### src/rtl/bpm_pkg.sv
// Shared types and helpers for the BPM per-channel peak detector.
package bpm_pkg;

  typedef enum logic [1:0] {
    IDLE = 2'd0,
    ACQ  = 2'd1,
    DONE = 2'd2
  } bpm_state_e;

  localparam int ADC_TH_DEF = 30000;

  // |x| clamped to the largest positive code of a w-bit sample, so the
  // most-negative code maps to 2^(w-1)-1.
  function automatic logic [31:0] abs_sat(input logic signed [31:0] x, input int w);
    logic [31:0] a;
    logic [31:0] lim;
    lim = (32'd1 << (w - 1)) - 32'd1;
    a   = x[31] ? 32'(-x) : 32'(x);
    return (a > lim) ? lim : a;
  endfunction

endpackage

### src/rtl/bpm_peak_ch.sv
// One channel: magnitude, strict-greater compare, peak/index trackers and
// the overflow compare on the tracked peak.
module bpm_peak_ch
  import bpm_pkg::*;
#(
  parameter int ADC_W    = 16,
  parameter int IDX_W    = 12,
  parameter int ADC_TH   = ADC_TH_DEF,
  parameter int ABS_MODE = 0
) (
  input  logic             clk,
  input  logic             rst,
  input  logic             smp_en,
  input  logic             start,
  input  logic [IDX_W-1:0] cur_idx,
  input  logic [ADC_W-1:0] x,
  output logic [ADC_W-2:0] peak,
  output logic [IDX_W-1:0] idx,
  output logic             ovf
);

  logic [ADC_W-2:0] mag, base, peak_q, peak_d;
  logic [IDX_W-1:0] idx_q, idx_d;

  always_comb begin
    if (ABS_MODE != 0) mag = (ADC_W-1)'(abs_sat(32'(signed'(x)), ADC_W));
    else               mag = x[ADC_W-1] ? '0 : x[ADC_W-2:0];
    // a window start compares against a fresh zero tracker
    base   = start ? '0 : peak_q;
    peak_d = peak_q;
    idx_d  = idx_q;
    if (smp_en) begin
      if (start) begin
        peak_d = '0;
        idx_d  = '0;
      end
      if (mag > base) begin
        peak_d = mag;
        idx_d  = cur_idx;
      end
    end
  end

  always_ff @(posedge clk or negedge rst) begin
    if (!rst) begin
      peak_q <= '0;
      idx_q  <= '0;
    end else begin
      peak_q <= peak_d;
      idx_q  <= idx_d;
    end
  end

  assign peak = peak_q;
  assign idx  = idx_q;
  assign ovf  = 32'(peak_q) > 32'(ADC_TH);

endmodule

### src/rtl/bpm_peak_detect.sv
// N-channel windowed peak detector: FSM, sample counter, result latches
// and sticky overflow around an array of per-channel trackers.
module bpm_peak_detect
  import bpm_pkg::*;
#(
  parameter int NUM_CH   = 4,
  parameter int ADC_W    = 16,
  parameter int IDX_W    = 12,
  parameter int ADC_TH   = ADC_TH_DEF,
  parameter int ABS_MODE = 0
) (
  input  logic                    clk,
  input  logic                    rst,
  input  logic                    in_valid,
  input  logic [NUM_CH*ADC_W-1:0] data_in,
  input  logic                    ovf_clr,
  output logic [NUM_CH*ADC_W-1:0] peak_out,
  output logic [NUM_CH*IDX_W-1:0] peak_idx,
  output logic [NUM_CH-1:0]       overflow,
  output logic [NUM_CH-1:0]       ovf_sticky,
  output logic [IDX_W-1:0]        sample_count,
  output logic                    truncated,
  output logic                    result_valid,
  output logic                    busy
);

  localparam logic [IDX_W-1:0] CNT_MAX = '1;

  bpm_state_e state_q, state_d;
  logic smp_en, start, done;

  logic [IDX_W-1:0] cnt_q, cnt_d, cur_idx;
  logic             trunc_q, trunc_d;

  logic [NUM_CH-1:0][ADC_W-2:0] ch_peak;
  logic [NUM_CH-1:0][IDX_W-1:0] ch_idx;
  logic [NUM_CH-1:0]            ch_ovf;

  logic [NUM_CH-1:0][ADC_W-1:0] peak_out_q, peak_out_d;
  logic [NUM_CH-1:0][IDX_W-1:0] peak_idx_q, peak_idx_d;
  logic [NUM_CH-1:0]            overflow_q, overflow_d;
  logic [NUM_CH-1:0]            sticky_q, sticky_d;
  logic [IDX_W-1:0]             count_q, count_d;
  logic                         trunc_out_q, trunc_out_d;
  logic                         rv_q, rv_d;

  always_comb begin
    state_d = state_q;
    smp_en  = 1'b0;
    start   = 1'b0;
    done    = 1'b0;
    case (state_q)
      IDLE: if (in_valid) begin
        state_d = ACQ;
        smp_en  = 1'b1;
        start   = 1'b1;
      end
      ACQ: begin
        if (in_valid) smp_en  = 1'b1;
        else          state_d = DONE;
      end
      DONE: begin
        done = 1'b1;
        if (in_valid) begin
          state_d = ACQ;
          smp_en  = 1'b1;
          start   = 1'b1;
        end else begin
          state_d = IDLE;
        end
      end
      default: state_d = IDLE;
    endcase
  end

  // counter holds the index of the next sample; once saturated, later
  // samples reuse the clamped index and flag truncation
  always_comb begin
    cur_idx = start ? '0 : cnt_q;
    cnt_d   = cnt_q;
    trunc_d = trunc_q;
    if (smp_en) begin
      if (start) begin
        cnt_d   = IDX_W'(1);
        trunc_d = 1'b0;
      end else if (cnt_q == CNT_MAX) begin
        trunc_d = 1'b1;
      end else begin
        cnt_d = cnt_q + IDX_W'(1);
      end
    end
  end

  for (genvar k = 0; k < NUM_CH; k++) begin : g_ch
    bpm_peak_ch #(
      .ADC_W   (ADC_W),
      .IDX_W   (IDX_W),
      .ADC_TH  (ADC_TH),
      .ABS_MODE(ABS_MODE)
    ) u_ch (
      .clk    (clk),
      .rst    (rst),
      .smp_en (smp_en),
      .start  (start),
      .cur_idx(cur_idx),
      .x      (data_in[k*ADC_W +: ADC_W]),
      .peak   (ch_peak[k]),
      .idx    (ch_idx[k]),
      .ovf    (ch_ovf[k])
    );
  end

  // trackers still hold the closed window on the DONE edge, even if a
  // new window is being started on that same edge
  always_comb begin
    peak_out_d  = peak_out_q;
    peak_idx_d  = peak_idx_q;
    overflow_d  = overflow_q;
    count_d     = count_q;
    trunc_out_d = trunc_out_q;
    rv_d        = done;
    sticky_d    = ovf_clr ? '0 : sticky_q;
    if (done) begin
      for (int k = 0; k < NUM_CH; k++) peak_out_d[k] = {1'b0, ch_peak[k]};
      peak_idx_d  = ch_idx;
      overflow_d  = ch_ovf;
      count_d     = cnt_q;
      trunc_out_d = trunc_q;
      sticky_d    = sticky_d | ch_ovf;
    end
  end

  always_ff @(posedge clk or negedge rst) begin
    if (!rst) begin
      state_q     <= IDLE;
      cnt_q       <= '0;
      trunc_q     <= 1'b0;
      peak_out_q  <= '0;
      peak_idx_q  <= '0;
      overflow_q  <= '0;
      sticky_q    <= '0;
      count_q     <= '0;
      trunc_out_q <= 1'b0;
      rv_q        <= 1'b0;
    end else begin
      state_q     <= state_d;
      cnt_q       <= cnt_d;
      trunc_q     <= trunc_d;
      peak_out_q  <= peak_out_d;
      peak_idx_q  <= peak_idx_d;
      overflow_q  <= overflow_d;
      sticky_q    <= sticky_d;
      count_q     <= count_d;
      trunc_out_q <= trunc_out_d;
      rv_q        <= rv_d;
    end
  end

  assign peak_out     = peak_out_q;
  assign peak_idx     = peak_idx_q;
  assign overflow     = overflow_q;
  assign ovf_sticky   = sticky_q;
  assign sample_count = count_q;
  assign truncated    = trunc_out_q;
  assign result_valid = rv_q;
  assign busy         = (state_q != IDLE);

endmodule

### config.mk
export PLATFORM = sky130hd
export DESIGN_NAME = bpm_peak_detect
export DESIGN_NICKNAME = d
export VERILOG_FILES = /design/src/rtl/bpm_pkg.sv /design/src/rtl/bpm_peak_ch.sv /design/src/rtl/bpm_peak_detect.sv
export SDC_FILE = /design/constraint.sdc
export NUM_CORES = 1
export LEC_CHECK = 0
export ABC_CLOCK_PERIOD_IN_PS = 3800
export BUFFER_PORTS_ARGS = -buffer_cell sky130_fd_sc_hd__buf_2
export CAP_MARGIN = 20
export CORE_ASPECT_RATIO = 1.4
export CORE_MARGIN = 4
export CORE_UTILIZATION = 50
export CTS_BUF_LIST = sky130_fd_sc_hd__clkbuf_8
export CTS_CLUSTER_DIAMETER = 100
export DETAILED_ROUTE_END_ITERATION = 7
export PLACE_DENSITY = 0.72
export SLEW_MARGIN = 20
export SYNTH_ARGS = -nofsm -noshare
export SYNTH_HDL_FRONTEND = slang
export SYNTH_HIERARCHICAL = 1
export SYNTH_SLANG_ARGS = --single-unit
### constraint.sdc
create_clock -name clk -period 3.8 [get_ports clk]
set_input_delay 0.76 -clock clk [delete_from_list [all_inputs] [get_ports clk]]
set_output_delay 0.76 -clock clk [all_outputs]
set_load 0.005 [all_outputs]
After elaboration in Yosys (flattened, before gate mapping)

Cells that the tools add are included.

Memories: 0
Memory bits (writable): 0
Bits in latches: 0
Memory bits (read-only): 0
Word-level logic and storage cells: 88
Register bits after elaboration: 253

Reduce and logical (&&, ||, !) cells: 16
$add $sub $neg: 1
Multiply operators: 0
Mux-type cells: 32
Shift operators: 0
Eq/ne operators: 6
Bitwise operators: 1
Order comparisons: 8
Divide/modulo/power cells: 0

Operators with widths:

| operator                | number |
|---|---|
| $mux W15                | 12 |
| $mux W12                | 8 |
| $gt A15 B15 Y1          | 4 |
| $gt A15 B15 Y1 const B  | 4 |
| $reduce_and A2 Y1       | 7 |
| $add A12 B1 Y12 const B | 1 |
| $eq A12 B12 Y1 const B  | 1 |
| $reduce_bool A2 Y1      | 6 |
| $mux W4                 | 2 |
| $mux W1                 | 7 |
| $pmux W2 S3             | 1 |
| $mux W2                 | 2 |
| $ne A2 B2 Y1 const B    | 2 |
| $or A4 B4 Y4            | 1 |
| $reduce_or A3 Y1        | 1 |
| $eq A2 B1 Y1 const B    | 1 |
| $eq A2 B2 Y1 const B    | 1 |
| $logic_not A2 Y1        | 1 |
| $ne A2 B1 Y1 const B    | 1 |
| $reduce_or A2 Y1        | 1 |

Longest topological paths before layout

Gate-level depths: netlist of the first run.

Depth after elaboration: 7
Gate-level depth with buffers: 15

Modules after synthesis

The synthesis of the first run kept the hierarchy.

Modules (own cells, without submodules):

| module          | cells an instance | area an instance (um^2) | times used |
|---|---|---|---|
| bpm_peak_ch     | 142               | 1529.0                  | 4 |
| bpm_peak_detect | 646               | 5799.3                  | 1 |

Least setup slack after synthesis of the first run

Ideal clock, no wire load.

Path kind: in2reg
Start point: input in_valid
End point: register g_ch[0].u_ch.peak_q[12]
Arrival: 3502 ps
Slack: 177 ps
Buffers on the path: 4
Library setup time: 121 ps
Stages on the path: 14
Path through: clkbuf_2 nand2b_2 inv_1 buf_1 inv_1 clkbuf_1 nand2_1 ha_1 a211oi_1 nor2_1 o31ai_2 a211oi_4 buf_4 a22o_1

Word-level cells in the longest chain between the ends: 5
Elaborated cells between the ends (all ways): 6
Classes of those cells: order compare (1); mux (5)

RTL lines:

| what                 | RTL line                                     | source |
|---|---|---|
| from (decl)          | bpm_peak_detect.sv:14                        | `input logic in_valid,` |
| $mux W1 *            | bpm_peak_detect.sv:53, bpm_peak_detect.sv:64 |  |
| $mux W1 *            | --                                           |  |
| via start            | bpm_peak_detect.sv:30                        | `logic smp_en, start, done;` |
| $mux W15 *           | bpm_peak_ch.sv:29                            | `base = start ? '0 : peak_q;` |
| $gt A15 B15 Y1       | bpm_peak_ch.sv:37                            | `if (mag > base) begin` |
| $mux W15 *           | bpm_peak_ch.sv:37                            |  |
| to (signal assigned) | bpm_peak_ch.sv:49                            | `peak_q <= peak_d;` |
| to (decl)            | bpm_peak_ch.sv:22                            | `logic [ADC_W-2:0] mag, base, peak_q, peak_d;` |

Mark *: on every way through the listed nets, which the timed path passes. The rest lies on a longest branch.
A chain may end at the register's enable or synchronous reset.

Worst setup path in the final report of the first run

Start point: register state_q[0]
End point: register g_ch[3].u_ch.peak_q[11]

Word-level cells in the longest chain between the ends: 6
Elaborated cells between the ends (all ways): 10
Classes of those cells: order compare (1); eq/ne (2); mux (4); reduce/logical (3)

RTL lines:

| what                                                    | RTL line               | source |
|---|---|---|
| from (decl)                                             | bpm_peak_detect.sv:29  | `bpm_state_e state_q, state_d;` |
| from (signal assigned)                                  | bpm_peak_detect.sv:146 | `state_q <= state_d;` |
| $eq A2 B2 Y1 / $logic_not A2 Y1 (equally long branches) | bpm_peak_detect.sv:52  | `case (state_q)` |
| $reduce_or A2 Y1 (no source line)                       | --                     |  |
| $mux W1                                                 | --                     |  |
| $mux W15                                                | bpm_peak_ch.sv:29      |  |
| $gt A15 B15 Y1                                          | bpm_peak_ch.sv:37      |  |
| $mux W15                                                | bpm_peak_ch.sv:37      |  |
| to (signal assigned)                                    | bpm_peak_ch.sv:49      |  |
| to (decl)                                               | bpm_peak_ch.sv:22      |  |

Parallel ways exist; a longest one is shown, timed or not.

==> impl_metrics.py, run 1 <==
metrics = {
    "clock_network": {
        "hold_buffers": 0,
        "clock-root-buffer": "clkbuf_8",
        "clockBufferDepth": 3,
        "cts_tree": "yes",
        "clock_latency_ns": 0.54,
        "cts_buffers": 40,
        "path_clk_slew_ns": 0.07,
        "cts_max_level": 2,
        "clock_sinks": 253,
    },
    "sta": {
        "fin_worst_skew_ns": 0.0198,
        "max_slew.worst_pin.slew_ns": 1.03,
        "layout_setup_ws_ns": 0.309,
        "grt_setup_unrepaired": "no",
        "slew_violations": 0,
        "period_share_pct": 91.9,
        "worst_hold_slack_ns": 0.281,
        "max_freq_ghz": 0.286,
        "finalSetupViolCount": 0,
        "maxSlewHeadroom_pct": 31.5,
        "hold_viol_final": 0,
        "min_period_ns": 3.49,
    },
    "drt": {
        "routed_wl_um": 30800,
        "routedWlPerCell_um": 17.7,
        "drc": 0,
        "first_pass_iters": 5,
        "drtIter0Drc": 528,
        "antenna_left": 0,
        "vias": 9520,
        "vias_per_cell": 5.45,
    },
    "outcome": {
        "status": "completed",
    },
    "worst_setup_path": {
        "worst-path-max-fanout": 27,
        "start_kind": "register",
        "critPathRequiredTime_ns": 4.26,
        "critical_path.max_stage_delay_ns": 0.91,
        "cp_num_buf_inv": 4,
        "worstSetupPathType": "register to register",
        "reg2reg_depth": 11,
        "critPathCaptureType": "register",
        "r2r-end": "g_ch[3].u_ch/peak[11]$_DFFE_PN0P_",
        "cpMaxStageDelayCell": "a221o_1",
        "path_delay_family": "compound AO/OA/AOI/OAI gates",
        "crit_chain": "nand2b_2, inv_1, inv_1, buf_4, buf_4, nand2_1, ha_1, nand4_1, nor4_2, a221o_1, a22o_1",
        "r2r-start": "state_q[0]$_DFFE_PN0P_",
        "reg2reg_slack_ns": 0.31,
        "cp.arrival_ns": 3.95,
    },
    "floorplan": {
        "core_area_mm2": 0.0234,
        "die_h_um": 191,
        "dieArea_mm2": 0.0264,
        "row_count": 66,
        "fp.dieW_um": 138,
        "io_pins": 203,
        "start_util_pct": 51.0,
    },
    "synthesis": {
        "synth_cells": 1214,
        "seq_area_frac_synth_pct": 53.1,
        "ys_top_cells_by_area": "dfrtp_1 53%, nand2_1 14%, a22o_1 7.9%, ha_1 6.4%, nor2b_1 3.5%",
        "async_flop_share_pct": 100,
        "synth_area_mm2": 0.0119,
        "ys_seq_elements": 253,
        "synth.most_common_cell": "nand2_1",
        "synth-main-ff-cell": "dfrtp_1",
        "synth.distinct_cells": 56,
        "synth_common_cells": "442 x nand2_1, 253 x dfrtp_1, 108 x a22o_1",
        "syn-mean-instance-area_um2": 9.81,
        "synth_top_area_share_pct": 53.1,
        "ys_warn_count": 6,
        "synth_edf_count": 0,
        "yosysTopAreaCell": "dfrtp_1",
    },
    "placed_design": {
        "dp_slack_ns": -0.168,
        "port-buffer-count": 198,
        "place_congestion": 0.859,
        "dp_hpwl_um": 20900,
    },
    "pwr": {
        "vdd_drop_max_uv": 383,
        "leakage_nw": 7.56,
        "total_power_mw": 7.79,
        "power_density_mw_per_mm2": 556,
    },
    "finish": {
        "diodes": 0,
        "area_growth_pct": 17.6,
        "final_layout_size_suffix_gt1_share_pct": 21.4,
        "final_nets": 1540,
    },
    "hold_path": {
        "holdCritPathClass": "input pin to async pin",
    },
    "global_routing": {
        "grt_max_degree": 106,
        "grt_pass1_wl_um": 50000,
        "grt_overflow_total": 0,
        "grt_antenna_before_repair": 0,
        "grt_use_total_pct": 23.3,
        "grt_pass1_vias": 9653,
    },
    "job": {
        "max-cap-violations": 0,
    },
}
-- report_power, final --
part | internal [mW] | switching [mW] | leakage [nW]
combinational | 0.778 | 0.964 | 3.65
sequential | 3.18 | 0.393 | 3.42
clock | 1.39 | 1.08 | 0.485
-- sequential cells by signal, summed over array words and instances (netlist names) --
register	flops
sample_count	12
ovf_sticky	4
truncated	1
g_ch.u_ch/idx	48
trunc_q	1
cnt_q	12
overflow	4
result_valid	1
state_q	2
peak_idx	48
g_ch.u_ch/peak	60
peak_out	60
-- logic make-up (layout without fill, tap and decap cells) --
group                      Yosys count  after routing  synth area share (%)
xor gates and xnor gates             1              1                0.0735
and+or+nand+nor                    604            604                  22.5
other                                1              4                0.0315
AOI/OAI and AO/OA                  204            204                  13.6
DFF                                253            253                  53.1
muxes                                4              4                 0.378
adders and majority gates           61             61                  6.41
buffers and inverters               86            310                  3.89
-- metrics by stage --
step                      TNS (ns)  utilization, %  cell area (um2)  cells
final                            0            59.9            14000   1747
after global routing             0            59.9            14000   1747
after CTS                        0            59.7            14000   1743
after detailed placement    -10.64            56.0            13100   1671
after global placement       -4.20            56.0            13100   1671
after floorplan                  0               -            11900   1217
-- layout by cell type (no fill, tap or decap), drive strengths merged, types with 2 or more instances in the layout --
| master | instances |
|---|---|
| clkinvlp | 2 |
| nand4 | 14 |
| a21o | 4 |
| a221o | 4 |
| a21boi | 2 |
| nand3 | 13 |
| or4 | 4 |
| inv | 33 |
| clkbuf | 57 |
| nor2b | 66 |
| conb | 4 |
| nand2b | 4 |
| a211oi | 13 |
| ha | 61 |
| mux2 | 4 |
| nand2 | 443 |
| o31ai | 5 |
| a311o | 4 |
| clkinv | 2 |
| nor4 | 9 |
| a22o | 108 |
| o21ai | 23 |
| dfrtp | 253 |
| nor3 | 2 |
| nand3b | 4 |
| nor2 | 27 |
| and4 | 3 |
| and2 | 9 |
| buf | 215 |
| a21oi | 36 |
-- routing by layer --
| layer | GRT usage, % | part of all wire, % | vias up |
|---|---|---|---|
| li1 | - | - | 4512 |
| met2 | 40.1 | 49 | 276 |
| met4 | 8.67 | 3.5 | 0 |
| met5 | 0 | 0 | - |
| met3 | 4.82 | 6.1 | 65 |
| met1 | 29.0 | 41 | 4667 |
-- worst max path at each step --
stage / from / endpoint / slack [ns] / depth (start not counted)
6_report: state_q[0]$_DFFE_PN0P_ / g_ch[3].u_ch/peak[11]$_DFFE_PN0P_ / 0.31 / 11
5_1_grt: state_q[0]$_DFFE_PN0P_ / g_ch[3].u_ch/peak[0]$_DFFE_PN0P_ / 0.06 / 11
4_1_cts: state_q[0]$_DFFE_PN0P_ / g_ch[0].u_ch/peak[12]$_DFFE_PN0P_ / 0.12 / 9
3_5_place_dp: in_valid / g_ch[2].u_ch/peak[12]$_DFFE_PN0P_ / -0.17 / 12
3_3_place_gp: in_valid / g_ch[0].u_ch/peak[12]$_DFFE_PN0P_ / -0.14 / 11
2_1_floorplan: in_valid / g_ch[0].u_ch/peak[12]$_DFFE_PN0P_ / 0.18 / 14
-- cell type report --
class	instances	area, um2
multi-input cells	878	5140
repair buffers	215	1180
fillers	2005	9360
clock inverters	15	92.6
inverters	23	88.8
clock buffers	57	785
well taps	306	383
flip-flops and latches	253	6330
-- timing repair --
action / CTS / global route
endpoints found under the hold margin: 0 / 0
gates resized for setup: 0 / 3
buffers inserted: 0 / 0
setup endpoints to repair: 0 / 81
(Power assumes the default switching activity.)
==> run 2: changes to the inputs <==
--- a/config.mk
+++ b/config.mk
@@ -5,16 +5,17 @@
 export SDC_FILE = /design/constraint.sdc
 export NUM_CORES = 1
 export LEC_CHECK = 0
-export ABC_CLOCK_PERIOD_IN_PS = 3800
+export ABC_CLOCK_PERIOD_IN_PS = 4000
 export BUFFER_PORTS_ARGS = -buffer_cell sky130_fd_sc_hd__buf_2
 export CAP_MARGIN = 20
 export CORE_ASPECT_RATIO = 1.4
 export CORE_MARGIN = 4
-export CORE_UTILIZATION = 50
+export CORE_UTILIZATION = 55
 export CTS_BUF_LIST = sky130_fd_sc_hd__clkbuf_8
 export CTS_CLUSTER_DIAMETER = 100
 export DETAILED_ROUTE_END_ITERATION = 7
-export PLACE_DENSITY = 0.72
+export HOLD_SLACK_MARGIN = 0.1
+export PLACE_DENSITY = 0.78
 export SLEW_MARGIN = 20
 export SYNTH_ARGS = -nofsm -noshare
 export SYNTH_HDL_FRONTEND = slang
==> constraint.sdc (replaced) <==
create_clock -name clk -period 4 [get_ports clk]
set_input_delay 0.8 -clock clk [delete_from_list [all_inputs] [get_ports clk]]
set_output_delay 0.8 -clock clk [all_outputs]
set_load 0.005 [all_outputs]
==> run 2 against run 1 <==
Effect of this change: cell area fell by 1.0%; sequential share of layout area rose by 0.46 points; die area fell by 8.6%; clock skew rose by 0.0036 ns; sequential cell count did not move; combinational power fell by 3%; non-clock buffer count fell by 3; critical path depth fell by 1; setup slack got worse by 0.081 ns; sequential power fell by 5%; global-route usage rose by 2.2 points; first-iteration DRC count rose by 22%; critical endpoint is now g_ch[1].u_ch/peak[10]$_DFFE_PN0P_; largest cell class unchanged.
==> impl_metrics.py, run 2 (synthesis gave the netlist of run 1 again) <==
metrics = {
    "floorplan": {
        "io_pins": 203,
        "start_util_pct": 56.0,
        "dieArea_mm2": 0.0241,
        "row_count": 63,
        "fp.dieW_um": 132,
        "core_area_mm2": 0.0213,
        "die_h_um": 182,
    },
    "pwr": {
        "leakage_nw": 7.53,
        "vdd_drop_max_uv": 333,
        "total_power_mw": 7.28,
        "power_density_mw_per_mm2": 525,
    },
    "global_routing": {
        "grt_antenna_before_repair": 0,
        "grt_use_total_pct": 25.5,
        "grt_overflow_total": 0,
        "grt_max_degree": 102,
        "grt_pass1_vias": 9797,
        "grt_pass1_wl_um": 50400,
    },
    "clock_network": {
        "cts_tree": "yes",
        "cts_buffers": 40,
        "post_cts_buffers": 0,
        "clock_sinks": 253,
        "post_cts_resized": 0,
        "cts_max_level": 2,
        "clockBufferDepth": 3,
        "clock_latency_ns": 0.53,
        "clock-root-buffer": "clkbuf_8",
        "path_clk_slew_ns": 0.07,
        "hold_buffers": 0,
    },
    "drt": {
        "vias_per_cell": 5.64,
        "routed_wl_um": 30800,
        "first_pass_iters": 5,
        "routedWlPerCell_um": 18.2,
        "drc": 0,
        "vias": 9558,
        "antenna_left": 0,
        "drtIter0Drc": 643,
    },
    "worst_setup_path": {
        "crit_chain": "nand2b_2, inv_1, buf_12, inv_1, nand2_1, ha_1, nand4_1, nor4_2, a221o_1, a22o_1",
        "start_kind": "register",
        "cp_num_buf_inv": 3,
        "worstSetupPathType": "register to register",
        "critPathCaptureType": "register",
        "path_delay_family": "compound AO/OA/AOI/OAI gates",
        "critical_path.max_stage_delay_ns": 0.90,
        "worst-path-stages": 10,
        "critPathRequiredTime_ns": 4.47,
        "crit_path_frequent_cell": "inv_1",
        "cpMaxStageDelayCell": "a221o_1",
        "reg2reg_depth": 10,
        "worst-path-max-fanout": 27,
        "cp.arrival_ns": 4.24,
    },
    "placed_design": {
        "dp_hpwl_um": 20700,
        "place_congestion": 0.889,
        "port-buffer-count": 198,
    },
    "sta": {
        "slew_violations": 0,
        "max_slew.worst_pin.slew_ns": 1.08,
        "max_freq_ghz": 0.265,
        "hold_viol_final": 0,
        "period_share_pct": 94.3,
        "maxSlewHeadroom_pct": 27.9,
        "min_period_ns": 3.77,
        "fin_worst_skew_ns": 0.0234,
        "grt_setup_unrepaired": "no",
        "worst_hold_slack_ns": 0.323,
        "finalSetupViolCount": 0,
        "final.setup.tns_ns": 0,
    },
    "finish": {
        "layout_commonest_cell": "nand2_1",
        "fillers": 1740,
        "final_nets": 1537,
        "area_growth_pct": 16.4,
        "diodes": 0,
        "final_layout_size_suffix_gt1_share_pct": 20.9,
        "layout_common_cells": "442 x nand2_1, 253 x dfrtp_1, 197 x buf_2",
        "final_core_util_pct": 65.2,
    },
    "job": {
        "max-cap-violations": 0,
    },
    "hold_path": {
        "holdCritPathClass": "input pin to async pin",
    },
    "outcome": {
        "status": "completed",
    },
}
==> run 2: cell count changes in the layout (fill, tap and decap cells not counted) <==
cell,before,now
clkbuf_8,57,51
buf_4,10,7
buf_6,3,1
clkinv_2,2,4
clkinvlp_4,2,0
inv_1,32,34
a221o_1,1,2
a221o_2,3,2
buf_12,3,4
buf_8,2,3
inv_6,0,1
==> run 2: worst paths after layout <==
| kind | endpoint | start | slack [ns] |
|---|---|---|---|
| max | g_ch[1].u_ch/peak[10]$_DFFE_PN0P_ | state_q[0]$_DFFE_PN0P_ | 0.23 |
| min | peak_out[50]$_DFFE_PN0N_ | rst | 0.32 |
| max reg2reg | g_ch[1].u_ch/peak[10]$_DFFE_PN0P_ | state_q[0]$_DFFE_PN0P_ | 0.23 |
| min reg2reg | peak_idx[4]$_DFFE_PN0N_ | g_ch[0].u_ch/idx[4]$_DFFE_PN0P_ | 0.46 |
| max in group asynchronous | peak_idx[28]$_DFFE_PN0N_ | rst | 2.76 |
| min in group clk | peak_idx[4]$_DFFE_PN0N_ | g_ch[0].u_ch/idx[4]$_DFFE_PN0P_ | 0.46 |
==> run 2: layer usage <==
| metal | part of all wire [%] | up-vias | GRT usage, % |
|---|---|---|---|
| met5 | 0 | - | 0 |
| met4 | 2.6 | 0 | 8.28 |
| met3 | 5.0 | 54 | 4.36 |
| met2 | 51 | 297 | 45.3 |
| met1 | 41 | 4700 | 31.8 |
| li1 | - | 4507 | - |
==> run 2: cell type report <==
cell class / instances / area, um2 / share of cell area, %
Inverter: 23 / 88.8 / 0.641
Clock inverter: 18 / 104 / 0.749
Tap cell: 260 / 325 / 2.35
Clock buffer: 51 / 702 / 5.06
Timing Repair Buffer: 212 / 1170 / 8.47
Sequential cell: 253 / 6330 / 45.7
Multi-Input combinational cell: 878 / 5140 / 37.1
==> run 2: where the power goes <==
group / switching [mW] / internal [mW]
sequential: 0.375 / 3.02
clock: 1.00 / 1.21
combinational: 0.934 / 0.743
total: 2.31 / 4.97
==> run 2: metrics by stage <==
step	std cells	cell area, um2	setup WS [ns]
final	1695	13900	0.228
after floorplan	1217	11900	0.337
after global routing	1695	13900	0.00700
after CTS	1692	13800	0.0965
after global placement	1623	13000	-0.0898
after detailed placement	1623	13000	-0.142
==> run 3: changes to the inputs <==
--- a/config.mk
+++ b/config.mk
@@ -14,6 +14,7 @@
 export CTS_BUF_LIST = sky130_fd_sc_hd__clkbuf_8
 export CTS_CLUSTER_DIAMETER = 100
 export DETAILED_ROUTE_END_ITERATION = 7
+export GPL_TIMING_DRIVEN = 0
 export HOLD_SLACK_MARGIN = 0.1
 export PLACE_DENSITY = 0.78
 export SLEW_MARGIN = 20
==> run 3 against run 2 <==
Effect of this change: utilization grew 0.73 points; fmax grew 1.4%; routed wire length is 0.20% higher; combinational power grew 2%; non-clock buffer count is 50 higher; clock-buffer cell count is 4 lower; final cell count increased by 2.7%; sequential power about the same; cell area up 1.1%; setup slack gained 0.052 ns; critical path depth rose by 3; via count rose by 0.90%; critical path type unchanged; critical endpoint is now g_ch[0].u_ch/idx[0]$_DFFE_PN0P_; largest cell class unchanged; largest power group unchanged.
==> impl_metrics.py, run 3 (synthesis gave the netlist of run 1 again) <==
metrics = {
    "floorplan": {
        "core_area_mm2": 0.0213,
        "fp.dieW_um": 132,
        "start_util_pct": 56.0,
        "io_pins": 203,
        "row_count": 63,
        "die_h_um": 182,
        "dieArea_mm2": 0.0241,
    },
    "worst_setup_path": {
        "cpMaxStageDelayCell": "dfrtp_1",
        "critical_path.max_stage_delay_ns": 0.48,
        "r2r-start": "state_q[0]$_DFFE_PN0P_",
        "crit_path_frequent_cell": "inv_1",
        "cp_num_buf_inv": 5,
        "critPathRequiredTime_ns": 4.45,
        "start_kind": "register",
        "critPathCaptureType": "register",
        "reg2reg_slack_ns": 0.28,
        "critPathLaunch": "state_q[0]$_DFFE_PN0P_",
        "worst-path-max-fanout": 21,
        "path_delay_family": "buffers and inverters",
        "crit_chain": "nand2b_2, inv_1, clkbuf_4, inv_1, clkbuf_1, nand2_1, ha_1, nand4_1, a21oi_1, o31ai_2, a211oi_4, buf_4, a22o_1",
        "cp.arrival_ns": 4.17,
        "worstSetupPathType": "register to register",
    },
    "pwr": {
        "total_power_mw": 7.12,
        "vdd_drop_max_uv": 296,
        "leakage_nw": 7.63,
        "power_density_mw_per_mm2": 508,
    },
    "sta": {
        "max_freq_ghz": 0.269,
        "maxSlewHeadroom_pct": 45.3,
        "grt_setup_unrepaired": "no",
        "period_share_pct": 93.0,
        "max_slew.worst_pin.slew_ns": 0.820,
        "slew_violations": 0,
        "min_period_ns": 3.72,
        "finalSetupViolCount": 0,
        "worst_hold_slack_ns": 0.197,
        "layout_setup_ws_ns": 0.280,
        "hold_viol_final": 0,
        "fin_worst_skew_ns": 0.0183,
    },
    "finish": {
        "fillers": 1780,
        "layout_common_cells": "442 x nand2_1, 253 x dfrtp_1, 205 x buf_2",
        "final_layout_size_suffix_gt1_share_pct": 21.3,
        "final_nets": 1587,
        "final_core_util_pct": 65.9,
        "diodes": 0,
        "layout_commonest_cell": "nand2_1",
        "area_growth_pct": 17.7,
    },
    "placed_design": {
        "dp_slack_ns": -0.203,
        "place_congestion": 0.910,
        "dp_hpwl_um": 22300,
        "port-buffer-count": 197,
    },
    "clock_network": {
        "clock_latency_ns": 0.53,
        "clock_sinks": 253,
        "clockBufferDepth": 3,
        "cts_tree": "yes",
        "clock-root-buffer": "clkbuf_8",
        "hold_buffers": 0,
        "cts_max_level": 2,
        "path_clk_slew_ns": 0.06,
        "cts_buffers": 40,
    },
    "drt": {
        "drc": 0,
        "antenna_left": 0,
        "routedWlPerCell_um": 17.7,
        "drtIter0Drc": 677,
        "vias_per_cell": 5.54,
        "routed_wl_um": 30800,
        "vias": 9644,
        "first_pass_iters": 5,
    },
    "job": {
        "max-cap-violations": 0,
    },
    "global_routing": {
        "grt_pass1_vias": 9963,
        "grt_antenna_before_repair": 0,
        "grt_max_degree": 104,
        "grt_use_total_pct": 25.9,
        "grt_pass1_wl_um": 50500,
        "grt_overflow_total": 0,
    },
    "outcome": {
        "status": "completed",
    },
    "hold_path": {
        "holdCritPathClass": "input pin to async pin",
    },
}
-- run 3: cell types whose count changed in the layout (fill, tap and decap cells not counted), moves of 2 or more --
cell | before | now
a221o_1 | 2 | 4
a221o_2 | 2 | 0
buf_1 | 0 | 2
buf_12 | 4 | 0
buf_16 | 0 | 2
buf_2 | 197 | 205
buf_4 | 7 | 16
buf_6 | 1 | 9
buf_8 | 3 | 1
clkbuf_1 | 0 | 23
clkbuf_2 | 0 | 3
clkbuf_8 | 51 | 47
inv_1 | 34 | 36
-- run 3: repair_timing --
action	4_1_cts	5_1_grt
gates resized for setup	0	5
endpoints found under the hold margin	0	0
endpoints found under the setup margin	0	69
setup buffers	0	0
-- run 3: worst register-to-register path: cells and delay by family (launching register included) --
| family | cells | cell delay [ns] |
|---|---|---|
| buffers and inverters | 5 | 1.37 |
| flip-flops | 1 | 0.48 |
| AO/OA/AOI/OAI | 4 | 0.99 |
| AND/OR/NAND/NOR | 3 | 0.51 |
| adder cells (fa/ha/maj) | 1 | 0.32 |
-- run 3: path summary, 6_finish.rpt --
path | end | cells after the start
max | g_ch[0].u_ch/idx[0]$_DFFE_PN0P_ | 13
min | peak_out[42]$_DFFE_PN0N_ | 1
max reg2reg | g_ch[0].u_ch/idx[0]$_DFFE_PN0P_ | 13
min reg2reg | peak_out[9]$_DFFE_PN0N_ | 2
max in group asynchronous | g_ch[0].u_ch/idx[10]$_DFFE_PN0P_ | 3
min in group clk | peak_out[9]$_DFFE_PN0N_ | 2
-- run 3: report_power, final --
group	internal (mW)	leakage, nW	switching, mW
clock	1.05	0.424	0.962
combinational	0.785	3.78	0.936
sequential	3.02	3.42	0.366
-- run 3: cell type report --
| class | count | area [um2] | share of cell area [%] |
|---|---|---|---|
| flip-flops and latches | 253 | 6330 | 45.1 |
| multi-input cells | 878 | 5130 | 36.6 |
| repair buffers | 199 | 1050 | 7.49 |
| clock buffers | 47 | 647 | 4.61 |
| plain buffers | 63 | 383 | 2.73 |
| well taps | 260 | 325 | 2.32 |
| inverters | 23 | 86.3 | 0.616 |
| clock inverters | 17 | 67.6 | 0.482 |
-- run 3: routing by layer --
metal,routed length (um),up-vias,global-route usage (%)
met5,0,-,0
met4,1180,0,10.4
met3,1610,76,4.22
met2,15300,293,44.1
li1,-,4598,-
met1,12700,4677,33.3
-- run 3: per-stage QoR --
step | area [um2] | setup TNS (ns) | instances
after floorplan | 11900 | 0 | 1217
after global placement | 13200 | -639.71 | 1674
after detailed placement | 13300 | -8.51 | 1676
after CTS | 14000 | 0 | 1740
after global routing | 14000 | 0 | 1740
final | 14000 | 0 | 1740
